## src/rtl/snake_pkg.sv

```systemverilog
// Shared types and constants for the snake game controller.
// Pure declarations and helpers; no timing of its own.
// No flow control; consumers decide when these values are used.
package snake_pkg;

  // Default geometry and pacing; the top module exposes these as parameters.
  localparam int DEF_MAX_LEN  = 64;
  localparam int DEF_INIT_LEN = 4;
  localparam int DEF_MOVE_DIV = 12_500_000;

  // Width of the length register and of the RAM entry index.
  localparam int LEN_W = 11;

  // Every segment is plotted as a 4x4 block, so sub-square loops run 0..15.
  localparam logic [3:0] SUB_LAST = 4'd15;

  // Direction codes as seen by the datapath.
  localparam logic [2:0] DIR_UP    = 3'b100;
  localparam logic [2:0] DIR_DOWN  = 3'b110;
  localparam logic [2:0] DIR_LEFT  = 3'b000;
  localparam logic [2:0] DIR_RIGHT = 3'b001;

  // Controller states. CLR_START is the parking state held during reset,
  // where every strobe is low.
  typedef enum logic [4:0] {
    S_CLR_START,
    S_CLR_ADDR,
    S_CLR_RAM,
    S_INIT_ADDR,
    S_INIT_HEAD,
    S_INIT_Q,
    S_IDLE,
    S_WAIT,
    S_HEAD,
    S_CHECK,
    S_SH_WAIT,
    S_SH_CURR,
    S_SH_Q,
    S_SH_PREV,
    S_ERASE,
    S_DR_ADDR,
    S_DR_WAIT,
    S_DR_Q,
    S_DR_INC,
    S_FOOD,
    S_DEAD
  } state_t;

  // True when exactly one key bit is set.
  function automatic logic key_onehot(input logic [3:0] k);
    return (k == 4'b1000) || (k == 4'b0100) || (k == 4'b0010) || (k == 4'b0001);
  endfunction

  // Key order is {up, down, left, right}; only meaningful for one-hot keys.
  function automatic logic [2:0] key_to_dir(input logic [3:0] k);
    logic [2:0] d;
    d = DIR_UP;
    case (k)
      4'b1000: d = DIR_UP;
      4'b0100: d = DIR_DOWN;
      4'b0010: d = DIR_LEFT;
      4'b0001: d = DIR_RIGHT;
      default: d = DIR_UP;
    endcase
    return d;
  endfunction

  // A move straight back into the neck is never allowed.
  function automatic logic is_reverse(input logic [2:0] a, input logic [2:0] b);
    return ((a == DIR_UP)   && (b == DIR_DOWN))  ||
           ((a == DIR_DOWN) && (b == DIR_UP))    ||
           ((a == DIR_LEFT) && (b == DIR_RIGHT)) ||
           ((a == DIR_RIGHT) && (b == DIR_LEFT));
  endfunction

endpackage

```

## src/rtl/snake_if.sv

```systemverilog
// Control/status bundle between the snake controller and its datapath.
// Wires only; no latency.
// No backpressure; strobes are single-cycle commands the datapath must accept.
interface snake_if ();
  import snake_pkg::*;

  logic             start_key;
  logic [3:0]       key_dir;
  logic             isDead;
  logic             inc_length;

  logic [2:0]       dir;
  logic [3:0]       cnt_status;
  logic [LEN_W-1:0] length;

  logic lock;
  logic check_inc;
  logic ld_head;
  logic ld_q_def;
  logic inc_address;
  logic rst_address;
  logic draw_q;
  logic update_head;
  logic ld_head_into_prev;
  logic ld_q_into_curr;
  logic ld_prev_into_q;
  logic ld_curr_into_prev;
  logic draw_curr;
  logic food_en;
  logic reset_ram;

  // Controller side.
  modport master (
    input  start_key, key_dir, isDead, inc_length,
    output dir, cnt_status, length,
    output lock, check_inc, ld_head, ld_q_def, inc_address, rst_address,
    output draw_q, update_head, ld_head_into_prev, ld_q_into_curr,
    output ld_prev_into_q, ld_curr_into_prev, draw_curr, food_en, reset_ram
  );

  // Datapath side.
  modport slave (
    output start_key, key_dir, isDead, inc_length,
    input  dir, cnt_status, length,
    input  lock, check_inc, ld_head, ld_q_def, inc_address, rst_address,
    input  draw_q, update_head, ld_head_into_prev, ld_q_into_curr,
    input  ld_prev_into_q, ld_curr_into_prev, draw_curr, food_en, reset_ram
  );

endinterface

```

## src/rtl/snake_tick.sv

```systemverilog
// Move-step divider: pulses tick on the last of MOVE_DIV enabled cycles.
// tick is combinational from the counter; the counter restarts when enable drops.
// No backpressure; enable low simply holds the counter at zero.
module snake_tick #(
  parameter int MOVE_DIV = 12_500_000
) (
  input  logic clk,
  input  logic rst,
  input  logic enable,
  output logic tick
);

  localparam int CW = (MOVE_DIV > 1) ? $clog2(MOVE_DIV) : 1;
  localparam logic [CW-1:0] LAST = CW'(MOVE_DIV - 1);

  logic [CW-1:0] cnt;

  // Count enabled cycles; idle or terminal count returns to zero.
  always_ff @(posedge clk or negedge rst) begin
    if (!rst) begin
      cnt <= '0;
    end else if (!enable || (cnt == LAST)) begin
      cnt <= '0;
    end else begin
      cnt <= cnt + 1'b1;
    end
  end

  assign tick = enable && (cnt == LAST);

endmodule

```

## src/rtl/snake_control.sv

```systemverilog
// Snake game sequencer: clears/initialises the segment RAM, then per move step
// shifts, erases, redraws and plots food. Moore strobes, one state per cycle.
// No backpressure; the datapath must act on every strobe in the cycle it is high.
module snake_control
  import snake_pkg::*;
#(
  parameter int MAX_LEN  = DEF_MAX_LEN,
  parameter int INIT_LEN = DEF_INIT_LEN,
  parameter int MOVE_DIV = DEF_MOVE_DIV
) (
  input logic     clk,
  input logic     rst,
  snake_if.master bus
);

  localparam logic [LEN_W-1:0] LAST_CLR  = LEN_W'(MAX_LEN - 1);
  localparam logic [LEN_W-1:0] LAST_INIT = LEN_W'(INIT_LEN - 1);
  localparam logic [LEN_W-1:0] MAX_L     = LEN_W'(MAX_LEN);
  localparam logic [LEN_W-1:0] INIT_L    = LEN_W'(INIT_LEN);

  state_t           state;
  state_t           state_nxt;
  logic [LEN_W-1:0] idx;
  logic [LEN_W-1:0] length_r;
  logic [LEN_W-1:0] last_entry;
  logic [3:0]       sub;
  logic [2:0]       dir_r;
  logic             grow;
  logic             start_q;
  logic             start_edge;
  logic             move_en;
  logic             move_tick;
  logic             in_play;
  logic             sub_active;

  assign start_edge = bus.start_key && !start_q;
  assign last_entry = length_r - 1'b1;
  assign move_en    = (state == S_WAIT);
  assign in_play    = state inside {S_HEAD, S_CHECK, S_SH_WAIT, S_SH_CURR, S_SH_Q,
                                    S_SH_PREV, S_ERASE, S_DR_ADDR, S_DR_WAIT,
                                    S_DR_Q, S_DR_INC, S_FOOD};
  assign sub_active = state inside {S_ERASE, S_DR_Q, S_FOOD};

  snake_tick #(.MOVE_DIV(MOVE_DIV)) u_tick (
    .clk    (clk),
    .rst    (rst),
    .enable (move_en),
    .tick   (move_tick)
  );

  // State register.
  always_ff @(posedge clk or negedge rst) begin
    if (!rst) begin
      state <= S_CLR_START;
    end else begin
      state <= state_nxt;
    end
  end

  // Next-state logic; a dead report during a move step overrides everything.
  always_comb begin
    state_nxt = state;
    case (state)
      S_CLR_START: state_nxt = S_CLR_ADDR;
      S_CLR_ADDR:  state_nxt = S_CLR_RAM;
      S_CLR_RAM:   if (idx == LAST_CLR) state_nxt = S_INIT_ADDR;
      S_INIT_ADDR: state_nxt = S_INIT_HEAD;
      S_INIT_HEAD: state_nxt = S_INIT_Q;
      S_INIT_Q:    if (idx == LAST_INIT) state_nxt = S_IDLE;
      S_IDLE:      if (start_edge) state_nxt = S_WAIT;
      S_WAIT:      if (move_tick) state_nxt = S_HEAD;
      S_HEAD:      state_nxt = S_CHECK;
      S_CHECK:     state_nxt = S_SH_WAIT;
      S_SH_WAIT:   state_nxt = S_SH_CURR;
      S_SH_CURR:   state_nxt = S_SH_Q;
      S_SH_Q:      state_nxt = S_SH_PREV;
      S_SH_PREV: begin
        if (idx == last_entry) state_nxt = grow ? S_DR_ADDR : S_ERASE;
        else                   state_nxt = S_SH_WAIT;
      end
      S_ERASE:     if (sub == SUB_LAST) state_nxt = S_DR_ADDR;
      S_DR_ADDR:   state_nxt = S_DR_WAIT;
      S_DR_WAIT:   state_nxt = S_DR_Q;
      S_DR_Q:      if (sub == SUB_LAST) state_nxt = S_DR_INC;
      S_DR_INC:    state_nxt = (idx == last_entry) ? S_FOOD : S_DR_WAIT;
      S_FOOD:      if (sub == SUB_LAST) state_nxt = S_WAIT;
      S_DEAD:      if (start_edge) state_nxt = S_CLR_ADDR;
      default:     state_nxt = S_CLR_START;
    endcase
    if (in_play && bus.isDead) state_nxt = S_DEAD;
  end

  // Moore strobe decode; the wait states (SH_WAIT, DR_WAIT) cover RAM read latency.
  always_comb begin
    bus.lock              = 1'b0;
    bus.check_inc         = 1'b0;
    bus.ld_head           = 1'b0;
    bus.ld_q_def          = 1'b0;
    bus.inc_address       = 1'b0;
    bus.rst_address       = 1'b0;
    bus.draw_q            = 1'b0;
    bus.update_head       = 1'b0;
    bus.ld_head_into_prev = 1'b0;
    bus.ld_q_into_curr    = 1'b0;
    bus.ld_prev_into_q    = 1'b0;
    bus.ld_curr_into_prev = 1'b0;
    bus.draw_curr         = 1'b0;
    bus.food_en           = 1'b0;
    bus.reset_ram         = 1'b0;
    case (state)
      S_CLR_ADDR:  bus.rst_address = 1'b1;
      S_CLR_RAM: begin
        bus.reset_ram   = 1'b1;
        bus.inc_address = 1'b1;
      end
      S_INIT_ADDR: bus.rst_address = 1'b1;
      S_INIT_HEAD: bus.ld_head     = 1'b1;
      S_INIT_Q: begin
        bus.ld_q_def    = 1'b1;
        bus.inc_address = 1'b1;
      end
      S_WAIT:      bus.lock = 1'b1;
      S_HEAD: begin
        bus.update_head       = 1'b1;
        bus.rst_address       = 1'b1;
        bus.ld_head_into_prev = 1'b1;
      end
      S_CHECK:     bus.check_inc      = 1'b1;
      S_SH_CURR:   bus.ld_q_into_curr = 1'b1;
      S_SH_Q:      bus.ld_prev_into_q = 1'b1;
      S_SH_PREV: begin
        bus.ld_curr_into_prev = 1'b1;
        bus.inc_address       = 1'b1;
      end
      S_ERASE:     bus.draw_curr   = 1'b1;
      S_DR_ADDR:   bus.rst_address = 1'b1;
      S_DR_Q:      bus.draw_q      = 1'b1;
      S_DR_INC:    bus.inc_address = 1'b1;
      S_FOOD:      bus.food_en     = 1'b1;
      default: ;
    endcase
  end

  // RAM entry index: cleared at the head of each sweep, stepped once per entry.
  always_ff @(posedge clk or negedge rst) begin
    if (!rst) begin
      idx <= '0;
    end else begin
      case (state)
        S_CLR_ADDR, S_INIT_HEAD, S_HEAD, S_DR_ADDR: idx <= '0;
        S_CLR_RAM, S_INIT_Q, S_SH_PREV, S_DR_INC:   idx <= idx + 1'b1;
        default: ;
      endcase
    end
  end

  // Sub-square counter for 4x4 plotting; parked at zero outside the plot loops.
  always_ff @(posedge clk or negedge rst) begin
    if (!rst) begin
      sub <= '0;
    end else if (sub_active) begin
      sub <= sub + 1'b1;
    end else begin
      sub <= '0;
    end
  end

  // Length and grow flag; grow skips the tail erase for one step.
  always_ff @(posedge clk or negedge rst) begin
    if (!rst) begin
      length_r <= '0;
      grow     <= 1'b0;
    end else begin
      case (state)
        S_CLR_ADDR: grow     <= 1'b0;
        S_INIT_Q:   length_r <= INIT_L;
        S_CHECK: begin
          if (bus.inc_length) begin
            grow <= 1'b1;
            if (length_r < MAX_L) length_r <= length_r + 1'b1;
          end
        end
        S_FOOD:     grow <= 1'b0;
        default: ;
      endcase
    end
  end

  // Direction latch: open only between moves, single-key and non-reversing.
  always_ff @(posedge clk or negedge rst) begin
    if (!rst) begin
      dir_r <= DIR_UP;
    end else if (state == S_INIT_Q) begin
      dir_r <= DIR_UP;
    end else if ((state == S_IDLE || state == S_WAIT) && key_onehot(bus.key_dir) &&
                 !is_reverse(dir_r, key_to_dir(bus.key_dir))) begin
      dir_r <= key_to_dir(bus.key_dir);
    end
  end

  // Start key edge detector.
  always_ff @(posedge clk or negedge rst) begin
    if (!rst) begin
      start_q <= 1'b0;
    end else begin
      start_q <= bus.start_key;
    end
  end

  assign bus.dir        = dir_r;
  assign bus.length     = length_r;
  assign bus.cnt_status = sub_active ? sub : 4'd0;

endmodule

```

## src/flat_wrapper.sv

```systemverilog
// flat-port wrapper written by rule: the top's interface ports become plain ports
module snake_control_flat import snake_pkg::*;
#(
  parameter int MAX_LEN  = DEF_MAX_LEN,
  parameter int INIT_LEN = DEF_INIT_LEN,
  parameter int MOVE_DIV = DEF_MOVE_DIV
)
  (clk, rst, bus_start_key, bus_key_dir, bus_isDead, bus_inc_length, bus_dir, bus_cnt_status, bus_length, bus_lock, bus_check_inc, bus_ld_head, bus_ld_q_def, bus_inc_address, bus_rst_address, bus_draw_q, bus_update_head, bus_ld_head_into_prev, bus_ld_q_into_curr, bus_ld_prev_into_q, bus_ld_curr_into_prev, bus_draw_curr, bus_food_en, bus_reset_ram);
  snake_if bus_i ();
  input logic clk;
  input logic rst;
  input wire logic [$bits(bus_i.start_key)-1:0] bus_start_key;
  input wire logic [$bits(bus_i.key_dir)-1:0] bus_key_dir;
  input wire logic [$bits(bus_i.isDead)-1:0] bus_isDead;
  input wire logic [$bits(bus_i.inc_length)-1:0] bus_inc_length;
  output wire logic [$bits(bus_i.dir)-1:0] bus_dir;
  output wire logic [$bits(bus_i.cnt_status)-1:0] bus_cnt_status;
  output wire logic [$bits(bus_i.length)-1:0] bus_length;
  output wire logic [$bits(bus_i.lock)-1:0] bus_lock;
  output wire logic [$bits(bus_i.check_inc)-1:0] bus_check_inc;
  output wire logic [$bits(bus_i.ld_head)-1:0] bus_ld_head;
  output wire logic [$bits(bus_i.ld_q_def)-1:0] bus_ld_q_def;
  output wire logic [$bits(bus_i.inc_address)-1:0] bus_inc_address;
  output wire logic [$bits(bus_i.rst_address)-1:0] bus_rst_address;
  output wire logic [$bits(bus_i.draw_q)-1:0] bus_draw_q;
  output wire logic [$bits(bus_i.update_head)-1:0] bus_update_head;
  output wire logic [$bits(bus_i.ld_head_into_prev)-1:0] bus_ld_head_into_prev;
  output wire logic [$bits(bus_i.ld_q_into_curr)-1:0] bus_ld_q_into_curr;
  output wire logic [$bits(bus_i.ld_prev_into_q)-1:0] bus_ld_prev_into_q;
  output wire logic [$bits(bus_i.ld_curr_into_prev)-1:0] bus_ld_curr_into_prev;
  output wire logic [$bits(bus_i.draw_curr)-1:0] bus_draw_curr;
  output wire logic [$bits(bus_i.food_en)-1:0] bus_food_en;
  output wire logic [$bits(bus_i.reset_ram)-1:0] bus_reset_ram;
  assign bus_i.start_key = bus_start_key;
  assign bus_i.key_dir = bus_key_dir;
  assign bus_i.isDead = bus_isDead;
  assign bus_i.inc_length = bus_inc_length;
  assign bus_dir = bus_i.dir;
  assign bus_cnt_status = bus_i.cnt_status;
  assign bus_length = bus_i.length;
  assign bus_lock = bus_i.lock;
  assign bus_check_inc = bus_i.check_inc;
  assign bus_ld_head = bus_i.ld_head;
  assign bus_ld_q_def = bus_i.ld_q_def;
  assign bus_inc_address = bus_i.inc_address;
  assign bus_rst_address = bus_i.rst_address;
  assign bus_draw_q = bus_i.draw_q;
  assign bus_update_head = bus_i.update_head;
  assign bus_ld_head_into_prev = bus_i.ld_head_into_prev;
  assign bus_ld_q_into_curr = bus_i.ld_q_into_curr;
  assign bus_ld_prev_into_q = bus_i.ld_prev_into_q;
  assign bus_ld_curr_into_prev = bus_i.ld_curr_into_prev;
  assign bus_draw_curr = bus_i.draw_curr;
  assign bus_food_en = bus_i.food_en;
  assign bus_reset_ram = bus_i.reset_ram;
  snake_control #(.MAX_LEN(MAX_LEN), .INIT_LEN(INIT_LEN), .MOVE_DIV(MOVE_DIV)) u_core (.clk(clk), .rst(rst), .bus(bus_i));
endmodule
```

## config.mk

```make
export PLATFORM = sky130hd
export DESIGN_NAME = snake_control_flat
export DESIGN_NICKNAME = d
export VERILOG_FILES = /design/src/rtl/snake_pkg.sv /design/src/rtl/snake_if.sv /design/src/rtl/snake_tick.sv /design/src/rtl/snake_control.sv /design/src/flat_wrapper.sv
export SDC_FILE = /design/constraint.sdc
export NUM_CORES = 1
export LEC_CHECK = 0
export BUFFER_PORTS_ARGS = -buffer_cell sky130_fd_sc_hd__buf_2
export CELL_PAD_IN_SITES_DETAIL_PLACEMENT = 1
export CELL_PAD_IN_SITES_GLOBAL_PLACEMENT = 1
export CORE_MARGIN = 4
export CORE_UTILIZATION = 45
export DETAILED_ROUTE_END_ITERATION = 10
export PLACE_DENSITY_LB_ADDON = 0.1
export SYNTH_ARGS = -nofsm -noshare
export SYNTH_HDL_FRONTEND = slang
export SYNTH_SLANG_ARGS = --single-unit
```

## constraint.sdc

```tcl
create_clock -name clk -period 2.8 [get_ports clk]
set_input_delay 0.84 -clock clk [delete_from_list [all_inputs] [get_ports clk]]
set_output_delay 0.84 -clock clk [all_outputs]
set_load 0.05 [all_outputs]
```

======== Yosys cells after proc, flatten, opt, wreduce, memory -nomap -nowiden ========
Index checks and enable logic that the tools add are counted.
word-level totals
  input bits .............................. 9
  word-level logic and storage cells ...... 135
  bits in registers ....................... 60
cells by class
  magnitude comparators ................... 1
  equal/unequal tests ..................... 45
  $add $sub $neg .......................... 5
  reduce and logical (&&, ||, !) cells .... 36
  muxes and demuxes ....................... 40
operator list
  cell                   number
  $pmux 5 s21            1
  $mux 5                 10
  $pmux 11 s2            2
  $eq 5x4->1 const B     8
  $eq 5x5->1 const B     5
  $add 24x1->24 const B  1
  $eq 24x24->1 const B   1
  $mux 24                1
  $add 11x1->11 const B  2
  $mux 11                2
  $eq 5x3->1 const B     4
  $mux 1                 16
  $ne 3x1->1 const B     5
  $eq 3x3->1 const B     4
  $reduce_bool 12->1     1
  $reduce_or 4->1        3
  $eq 11x11->1           1
  $eq 11x2->1 const B    1
  $eq 11x6->1 const B    1
  $lt 11x7->1 const B    1
  $sub 11x1->11 const B  1
  $eq 5x2->1 const B     2
  $logic_and 1x1->1      9
  $mux 3                 3
  23 further kinds       42

======== Depth between registers and ports, before layout ========
Gate-level depths: netlist of the first run.
  depth after elaboration ................. 12
  depth in mapped cells ................... 9
  depth with buffers taken out ............ 8

======== Hierarchy ========
Synthesis of the first run repeated with hierarchy kept, for this count alone.
second synthesis, totals
  cell total of the unflattened synthesis .. 470
  area, all modules ....................... 4086.4 sq um
modules (own cells, without submodules)
  module         cells an instance  sequential area each (sq um)  instances  area each (sq um)
  snake_control  333                902.1                         1          2783.9
  snake_tick     137                600.6                         1          1302.5

======== Least setup slack after synthesis of the first run ========
No wires, ideal clock.
  path type ............................... reg-to-output
  from .................................... reg u_core.state[4]
  to ...................................... out bus_update_head
  data arrival time ....................... 2386 ps
  cell stages (with the launch flop) ...... 5
  slack ................................... -426 ps
  buffers on the path ..................... 2
  path through ............................ dfrtp_1 buf_4 or3b_1 nor3_1 buf_4
between the ends
  longest elaborated chain between the ends .. 2
RTL lines
  what                    RTL line             source
  from (decl)             snake_control.sv:21  state_t state;
  from (signal assigned)  snake_control.sv:56  state <= state_nxt;
  $eq 5x4->1              -
  $mux 1                  -
  to (decl)               flat_wrapper.sv:26   output wire logic [$bits(bus_i.update_head)-1:0] bus_update_head;
No other way between the ends.

======== Worst setup path in the final report of the first run ========
  from .................................... reg u_core.state[0]
  to ...................................... out bus_cnt_status[2]
between the ends
  longest elaborated chain between the ends .. 3
  elaborated cells between the ends (all ways) .. 5
  those cells by class .................... 3 x eq/ne; 1 x mux; 1 x reduce/logical
RTL lines
  what                                      RTL line              source
  $eq 5x4->1 or $eq 5x5->1 (tied branches)  snake_control.sv:42   assign sub_active = state inside {S_ERASE, S_DR_Q, S_FOOD};
  $reduce_bool 3->1 *                       snake_control.sv:42
  $mux 4 *                                  snake_control.sv:212  assign bus.cnt_status = sub_active ? sub : 4'd0;
  to (decl)                                 flat_wrapper.sv:17    output wire logic [$bits(bus_i.cnt_status)-1:0] bus_cnt_status;
Mark *: on every way between the ends. The rest lies on a longest branch, timed or not.

==> run_summary.xml, run 1 <==
<?xml version="1.0" encoding="UTF-8"?>
<metrics>
  <group name="clock_tree">
    <metric name="cts.htree.levels" unit="">3</metric>
    <metric name="register_clock_pin_slew_on_the_reported_worst_setup_and_hold_paths" unit="ns">0.08</metric>
    <metric name="num_clock_sinks" unit="">60</metric>
    <metric name="clock_latency" unit="ns">0.35</metric>
    <metric name="cts_buffer_depth" unit="">2</metric>
    <metric name="cts.root.buffer_cell" unit="">sky130_fd_sc_hd__clkbuf_8</metric>
    <metric name="cts_tree" unit="">done</metric>
    <metric name="numCtsBuffers" unit="">9</metric>
    <metric name="postCtsHoldBufs" unit="">0</metric>
  </group>
  <group name="hold_path">
    <metric name="min_path_type" unit="">in -&gt; async</metric>
  </group>
  <group name="power">
    <metric name="power.density_cell_area" unit="mW/mm2">847</metric>
    <metric name="power.ir.vdd_worst" unit="mV">0.370</metric>
    <metric name="p_leak" unit="uW">0.00207</metric>
    <metric name="power_after_layout" unit="uW">3880</metric>
  </group>
  <group name="detailed_routing">
    <metric name="drt_pass1_iterations" unit="">4</metric>
    <metric name="drc_violation_total_after_the_first_tritonroute_iteration" unit="">119</metric>
    <metric name="drcViolationCount" unit="">0</metric>
    <metric name="ant_nets" unit="">0</metric>
    <metric name="detail_route.vias_per_cell" unit="">5.86</metric>
    <metric name="wl_per_cell" unit="um">18.4</metric>
    <metric name="drt-total-wl" unit="mm">11.2</metric>
    <metric name="count_of_vias_placed_by_the_detailed_router" unit="">3573</metric>
  </group>
  <group name="place">
    <metric name="port_buffers" unit="">41</metric>
    <metric name="postPlaceCellArea" unit="mm2">0.00424</metric>
    <metric name="place.detailed.hpwl" unit="mm">7.98</metric>
    <metric name="final_gp_congestion" unit="">0.842</metric>
    <metric name="placedCellCount" unit="">589</metric>
    <metric name="minimum_setup_slack_after_placement" unit="ns">0.201</metric>
  </group>
  <group name="worst_setup_path">
    <metric name="critical_path_class" unit="">reg -&gt; out</metric>
    <metric name="rrSetupSlack" unit="ns">0.34</metric>
    <metric name="critPathCaptureType" unit="">output pin</metric>
    <metric name="timing.rr.end" unit="">u_core.bus.length[8]</metric>
    <metric name="r2r_start" unit="">u_core.state[0]</metric>
    <metric name="worst_path_largest_cell_delay" unit="ns">0.49</metric>
    <metric name="crit_fanout" unit="">10</metric>
    <metric name="worst-endpoint-arrival" unit="ns">1.94</metric>
    <metric name="cp-startpoint" unit="">u_core.state[0]</metric>
    <metric name="crit_path_capture" unit="">bus_cnt_status[2]</metric>
    <metric name="critical-path-slowest-cell" unit="">sky130_fd_sc_hd__dfrtp_1</metric>
    <metric name="cp_cell_instances" unit="">nand2b_1, o2bb2a_2, nor2b_1, clkbuf_4</metric>
    <metric name="timing.critical_path.max_delay_family" unit="">flip-flops</metric>
    <metric name="cp.depth" unit="">4</metric>
    <metric name="cp_data_required_time" unit="ns">1.96</metric>
    <metric name="worstSetupStartpointType" unit="">flop</metric>
    <metric name="r2r_cells" unit="">8</metric>
    <metric name="cp_num_buf_inv" unit="">1</metric>
  </group>
  <group name="global_routing">
    <metric name="grt_max_degree" unit="">42</metric>
    <metric name="grt_antenna_before_repair" unit="">0</metric>
    <metric name="grt_first_pass_wirelength" unit="mm">19.0</metric>
    <metric name="globalRouteTotalUtil" unit="%">23.4</metric>
    <metric name="grt_overflow" unit="">0</metric>
    <metric name="first_global_vias" unit="">3711</metric>
  </group>
  <group name="timing">
    <metric name="final-setup-viol-count" unit="">0</metric>
    <metric name="worst_slew_pin_slew" unit="ns">0.904</metric>
    <metric name="finalWorstSetupSlack" unit="ns">0.0164</metric>
    <metric name="final.period_utilization" unit="%">99.4</metric>
    <metric name="slew_viol_final" unit="">0</metric>
    <metric name="timing.final.crit_period" unit="ns">2.78</metric>
    <metric name="setup_tns" unit="ns">0</metric>
    <metric name="rsz0062_at_grt" unit="">yes</metric>
    <metric name="worst_clock_skew" unit="ns">0.00615</metric>
    <metric name="hold_viol_final" unit="">0</metric>
    <metric name="timing.max_slew.rel_slack" unit="%">39.2</metric>
    <metric name="clock.fmax" unit="MHz">359</metric>
  </group>
  <group name="flow_run">
    <metric name="drv.max_cap_violation_count" unit="">0</metric>
  </group>
  <group name="die">
    <metric name="core_region_area" unit="mm2">0.00830</metric>
    <metric name="dieWidth" unit="um">101</metric>
    <metric name="initial_utilization" unit="%">46.6</metric>
    <metric name="rows" unit="">33</metric>
    <metric name="die-area" unit="mm2">0.0101</metric>
    <metric name="top_level_port_count" unit="">42</metric>
    <metric name="fp.dieH" unit="um">101</metric>
  </group>
  <group name="synthesis">
    <metric name="synth_enable_flop_cells" unit="">0</metric>
    <metric name="synth.cell_area" unit="mm2">0.00386</metric>
    <metric name="ys_async_sr_fraction" unit="%">100</metric>
    <metric name="synthesis.instances" unit="">452</metric>
    <metric name="ys_ff_latch" unit="">60</metric>
    <metric name="syn-num-nets" unit="">466</metric>
    <metric name="ys_dominant_reg_cell" unit="">sky130_fd_sc_hd__dfrtp_1</metric>
    <metric name="synth-seq-area-share" unit="%">38.9</metric>
    <metric name="synth.avg_cell_area" unit="um2">8.55</metric>
    <metric name="ys_warn_count" unit="">0</metric>
    <metric name="synth.distinct_cells" unit="">58</metric>
  </group>
  <group name="layout">
    <metric name="layout_cells_sized_above_1" unit="%">20.8</metric>
    <metric name="layout_commonest_cell" unit="">sky130_fd_sc_hd__dfrtp_1</metric>
    <metric name="antennaDiodeCount" unit="">0</metric>
    <metric name="most-common-layout-cells" unit="">sky130_fd_sc_hd__dfrtp_1 (56), sky130_fd_sc_hd__nor2_1 (55), sky130_fd_sc_hd__nand2_1 (37)</metric>
    <metric name="fillerInstances" unit="">1017</metric>
    <metric name="syn_to_final_growth" unit="%">18.5</metric>
    <metric name="final_cell_area" unit="mm2">0.00458</metric>
    <metric name="nNetsFinal" unit="">514</metric>
    <metric name="finalNonFillerCells" unit="">610</metric>
  </group>
  <group name="status">
    <metric name="status" unit="">finished clean</metric>
  </group>
</metrics>
[cell families (layout without fill, tap and decap cells)]
group | count (synthesis) | in the layout | share of synthesized area (%)
adder cells (fa/ha/maj) | 5 | 5 | 1.62
multiplexers | 2 | 2 | 0.518
buffers and inverters | 44 | 97 | 5.21
AND/OR/NAND/NOR | 210 | 210 | 29.1
flip-flops | 60 | 60 | 38.9
XOR/XNOR | 45 | 45 | 10.2
AO/OA/AOI/OAI | 86 | 86 | 14.5
[layer usage]
metal,share of wire (%),GRT usage (%)
met1,45,31.1
met3,3.9,3.94
met4,1.2,5.60
met5,0,0
met2,50,39.8
[cell usage after synthesis, types with 5 or more instances]
| library cell | n | area share, % |
|---|---|---|
| sky130_fd_sc_hd__dfrtp_1 | 59 | 38 |
| sky130_fd_sc_hd__nor2_1 | 55 | 5.3 |
| sky130_fd_sc_hd__nand2_1 | 37 | 3.6 |
| sky130_fd_sc_hd__o21ai_0 | 33 | 4.3 |
| sky130_fd_sc_hd__xor2_1 | 26 | 5.9 |
| sky130_fd_sc_hd__xnor2_1 | 19 | 4.3 |
| sky130_fd_sc_hd__clkbuf_1 | 18 | 1.7 |
| sky130_fd_sc_hd__inv_1 | 15 | 1.5 |
| sky130_fd_sc_hd__nand3_1 | 15 | 1.9 |
| sky130_fd_sc_hd__nor3_1 | 15 | 1.9 |
| sky130_fd_sc_hd__and3_1 | 12 | 1.9 |
| sky130_fd_sc_hd__nand4_1 | 11 | 1.8 |
| sky130_fd_sc_hd__a21oi_1 | 10 | 1.3 |
| sky130_fd_sc_hd__buf_4 | 9 | 1.7 |
| sky130_fd_sc_hd__nor2b_1 | 9 | 1.5 |
| sky130_fd_sc_hd__nor4_1 | 9 | 1.5 |
| sky130_fd_sc_hd__a31oi_1 | 6 | 0.97 |
| sky130_fd_sc_hd__and4_1 | 5 | 1.1 |
| sky130_fd_sc_hd__ha_1 | 5 | 1.6 |
| sky130_fd_sc_hd__nand2b_1 | 5 | 0.81 |
| sky130_fd_sc_hd__nand3b_1 | 5 | 0.97 |
| sky130_fd_sc_hd__nand4b_1 | 5 | 1.1 |
| sky130_fd_sc_hd__nor3b_1 | 5 | 0.97 |
[final cells by class]
cell class | count | area, um2 | area share [%]
clock buffer | 9 | 124 | 2.71
clock inverter | 7 | 146 | 3.20
inverter | 15 | 56.3 | 1.23
multi-input combinational | 348 | 2200 | 48.0
sequential | 60 | 1510 | 32.9
tap | 105 | 131 | 2.87
timing repair buffer | 66 | 418 | 9.13
[timing repair]
item | 4_1_cts | 5_1_grt
gates resized for setup | 7 | 6
setup endpoints to repair | 8 | 9
buffers inserted | 3 | 2
[per-stage QoR]
stage | util [%] | hold slack (ns)
finish | 55.2 | 0.476
detailed placement | 51.1 | 0.473
floorplan | - | 0.444
CTS | 54.8 | 0.484
global placement | 51.1 | 0.468
global route | 55.2 | 0.502
[power by group]
| part | switching, uW | internal [uW] |
|---|---|---|
| clock | 402 | 688 |
| sequential | 143 | 957 |
| combinational | 1100 | 585 |
| total | 1650 | 2230 |
[worst min-delay path by stage]
stage / end / slack [ns] / cells past startpoint
after global placement: u_core.u_tick.cnt[0] / 0.47 / 1
after global routing: u_core.bus.length[4] / 0.50 / 1
after CTS: u_core.u_tick.cnt[0] / 0.48 / 1
after floorplan: u_core.sub[0] / 0.44 / 1
after detailed placement: u_core.u_tick.cnt[0] / 0.47 / 1
final: u_core.state[0] / 0.48 / 1
[sequential cells by signal, summed over array words and instances (netlist names)]
signal,count
u_core.bus.dir,3
u_core.bus.length,11
u_core.grow,1
u_core.idx,11
u_core.start_q,1
u_core.state,5
u_core.sub,4
u_core.u_tick.cnt,24
[worst reg2reg max path: stages, from the launching register on]
cell and delay (ns):
sky130_fd_sc_hd__dfrtp_1 0.52, sky130_fd_sc_hd__nand2b_1 0.23, sky130_fd_sc_hd__or3_4 0.46, sky130_fd_sc_hd__inv_1 0.10
sky130_fd_sc_hd__buf_4 0.20, sky130_fd_sc_hd__o22a_1 0.34, sky130_fd_sc_hd__and4_1 0.30, sky130_fd_sc_hd__nand3_1 0.09
sky130_fd_sc_hd__a21oi_1 0.15
(Power assumes the default switching activity.)
==> run 2: changes to the inputs <==
--- a/config.mk
+++ b/config.mk
@@ -11,4 +11,5 @@
 export CORE_MARGIN = 4
 export CORE_UTILIZATION = 45
+export CTS_CLUSTER_DIAMETER = 40
 export DETAILED_ROUTE_END_ITERATION = 10
 export PLACE_DENSITY_LB_ADDON = 0.1
==> constraint.sdc (replaced) <==
create_clock -name clk -period 2.8 [get_ports clk]
set_input_delay 0.84 -clock clk [delete_from_list [all_inputs] [get_ports clk]]
set_output_delay 0.84 -clock clk [all_outputs]
set_load 0.1 [all_outputs]
==> run_summary.xml, run 2 (synthesis results as in run 1) <==
<?xml version="1.0" encoding="UTF-8"?>
<metrics>
  <group name="status">
    <metric name="status" unit="">finished clean</metric>
  </group>
  <group name="clock_tree">
    <metric name="numCtsBuffers" unit="">9</metric>
    <metric name="register_clock_pin_slew_on_the_reported_worst_setup_and_hold_paths" unit="ns">0.07</metric>
    <metric name="postCtsHoldBufs" unit="">0</metric>
    <metric name="cts.root.buffer_cell" unit="">sky130_fd_sc_hd__clkbuf_8</metric>
    <metric name="cts_buffer_depth" unit="">2</metric>
    <metric name="cts.htree.levels" unit="">3</metric>
    <metric name="cts_tree" unit="">done</metric>
    <metric name="clock_latency" unit="ns">0.34</metric>
    <metric name="num_clock_sinks" unit="">60</metric>
  </group>
  <group name="layout">
    <metric name="layout_commonest_cell" unit="">sky130_fd_sc_hd__dfrtp_1</metric>
    <metric name="layout_cells_sized_above_1" unit="%">21.4</metric>
    <metric name="most-common-layout-cells" unit="">sky130_fd_sc_hd__dfrtp_1 (56), sky130_fd_sc_hd__nor2_1 (52), sky130_fd_sc_hd__nand2_1 (37)</metric>
    <metric name="fin_util" unit="%">58.3</metric>
    <metric name="nNetsFinal" unit="">508</metric>
    <metric name="syn_to_final_growth" unit="%">25.3</metric>
    <metric name="regMostFlops" unit="">u_core.u_tick.cnt</metric>
    <metric name="antennaDiodeCount" unit="">0</metric>
    <metric name="largest_reg_flops" unit="">24</metric>
  </group>
  <group name="power">
    <metric name="power.ir.vdd_worst" unit="mV">0.581</metric>
    <metric name="p_leak" unit="uW">0.00209</metric>
    <metric name="power_switching" unit="uW">2000</metric>
    <metric name="internal_power" unit="uW">2320</metric>
    <metric name="power.share.switching" unit="%">46.2</metric>
    <metric name="power.density_cell_area" unit="mW/mm2">891</metric>
    <metric name="comb_power_share" unit="%">51.7</metric>
    <metric name="power_frac_seq" unit="%">25.4</metric>
    <metric name="share_clk_of_total_power" unit="%">22.9</metric>
  </group>
  <group name="global_routing">
    <metric name="first_global_vias" unit="">3877</metric>
    <metric name="met1_usage_in_global_routing" unit="%">28.1</metric>
    <metric name="grt_antenna_before_repair" unit="">0</metric>
    <metric name="grt_overflow" unit="">0</metric>
    <metric name="grt_max_degree" unit="">61</metric>
    <metric name="layer_carrying_the_most_global_route_usage" unit="">met2</metric>
    <metric name="globalRouteTotalUtil" unit="%">23.1</metric>
    <metric name="use_met3" unit="%">5.33</metric>
    <metric name="grt.met2_usage" unit="%">41.7</metric>
    <metric name="grt_first_pass_wirelength" unit="mm">18.8</metric>
  </group>
  <group name="detailed_routing">
    <metric name="count_of_vias_placed_by_the_detailed_router" unit="">3572</metric>
    <metric name="drcViolationCount" unit="">0</metric>
    <metric name="drt-total-wl" unit="mm">11.2</metric>
    <metric name="detail_route.vias_per_cell" unit="">5.91</metric>
    <metric name="drt_pass1_iterations" unit="">4</metric>
    <metric name="ant_nets" unit="">0</metric>
    <metric name="wl_per_cell" unit="um">18.5</metric>
    <metric name="drc_violation_total_after_the_first_tritonroute_iteration" unit="">117</metric>
  </group>
  <group name="die">
    <metric name="dieWidth" unit="um">101</metric>
    <metric name="fp.dieH" unit="um">101</metric>
    <metric name="die-area" unit="mm2">0.0101</metric>
    <metric name="rows" unit="">33</metric>
    <metric name="top_level_port_count" unit="">42</metric>
    <metric name="core_region_area" unit="mm2">0.00830</metric>
    <metric name="initial_utilization" unit="%">46.6</metric>
  </group>
  <group name="place">
    <metric name="port_buffers" unit="">41</metric>
    <metric name="final_gp_congestion" unit="">0.873</metric>
    <metric name="minimum_setup_slack_after_placement" unit="ns">0.191</metric>
    <metric name="place.detailed.hpwl" unit="mm">8.01</metric>
  </group>
  <group name="timing">
    <metric name="worst_clock_skew" unit="ns">0.00962</metric>
    <metric name="finalWorstSetupSlack" unit="ns">0.0584</metric>
    <metric name="final-setup-viol-count" unit="">0</metric>
    <metric name="final.period_utilization" unit="%">97.9</metric>
    <metric name="slew_viol_final" unit="">0</metric>
    <metric name="hold_viol_final" unit="">0</metric>
    <metric name="hold_ws" unit="ns">0.490</metric>
    <metric name="timing.final.crit_period" unit="ns">2.74</metric>
    <metric name="timing.max_slew.rel_slack" unit="%">37.8</metric>
    <metric name="worst_slew_pin_slew" unit="ns">0.925</metric>
    <metric name="clock.fmax" unit="MHz">365</metric>
  </group>
  <group name="worst_setup_path">
    <metric name="critical_path_class" unit="">reg -&gt; out</metric>
    <metric name="worstSetupStartpointType" unit="">flop</metric>
    <metric name="cp_data_required_time" unit="ns">1.96</metric>
    <metric name="crit_fanout" unit="">7</metric>
    <metric name="worst-endpoint-arrival" unit="ns">1.90</metric>
    <metric name="critPathCaptureType" unit="">output pin</metric>
    <metric name="r2r_cells" unit="">6</metric>
  </group>
  <group name="flow_run">
    <metric name="drv.max_cap_violation_count" unit="">0</metric>
  </group>
  <group name="hold_path">
    <metric name="min_path_type" unit="">reg -&gt; reg</metric>
    <metric name="hold-path-cell-count" unit="">1</metric>
  </group>
</metrics>
[run 2: layout make-up]
| type | count | area [um2] |
|---|---|---|
| Multi-Input combinational cell | 348 | 2250 |
| Fill cell | 964 | 3460 |
| Clock buffer | 12 | 155 |
| Timing Repair Buffer | 60 | 646 |
| Clock inverter | 4 | 95.1 |
| Tap cell | 105 | 131 |
| Inverter | 15 | 58.8 |
| Sequential cell | 60 | 1510 |
[run 2: worst max-delay path: stages (launching register included)]
cell,delay (ns)
sky130_fd_sc_hd__dfrtp_2,0.46
sky130_fd_sc_hd__or3b_4,0.45
sky130_fd_sc_hd__or2_2,0.35
sky130_fd_sc_hd__inv_4,0.11
sky130_fd_sc_hd__buf_12,0.18
[run 2: layer usage]
metal | routed length (um) | up-vias
li1 | - | 1685
met3 | 374 | 6
met4 | 71 | 0
met2 | 5750 | 73
met1 | 4970 | 1808
met5 | 0 | -
[run 2: through the flow]
| step | cell area, um2 | total power (uW) | cells | TNS, ns |
|---|---|---|---|---|
| finish | 4840 | 4320 | 604 | 0 |
| global placement | 4550 | 3200 | 586 | 0 |
| global route | 4840 | 4540 | 604 | -0.00264 |
| detailed placement | 4550 | 3260 | 586 | 0 |
| CTS | 4820 | 4300 | 602 | 0 |
| floorplan | 3950 | 2750 | 452 | -3.09 |
[run 2: final timing paths]
| path | start | endpoint | slack (ns) |
|---|---|---|---|
| max reg2reg | u_core.bus.length[5] | u_core.state[2] | 0.14 |
| min reg2reg | u_core.sub[0] | u_core.sub[0] | 0.49 |
| max in group asynchronous | rst | u_core.state[3] | 2.01 |
| max | u_core.state[2] | bus_check_inc | 0.06 |
| min | u_core.sub[0] | u_core.sub[0] | 0.49 |
| min in group asynchronous | rst | u_core.bus.dir[0] | 0.50 |
[run 2: power groups by stage]
stage                     logic, uW  clock network [uW]  registers, uW
after floorplan                1480                   0           1270
after global placement         2110                   0           1090
after detailed placement       2170                   0           1100
after CTS                      2200                1010           1090
after global routing           2370                1050           1110
final                          2230                 990           1090
[run 2: what timing repair did]
action,CTS,global route
buffers inserted,0,2
gates cloned,0,0
gates resized for setup,7,5
setup endpoints to repair,6,9
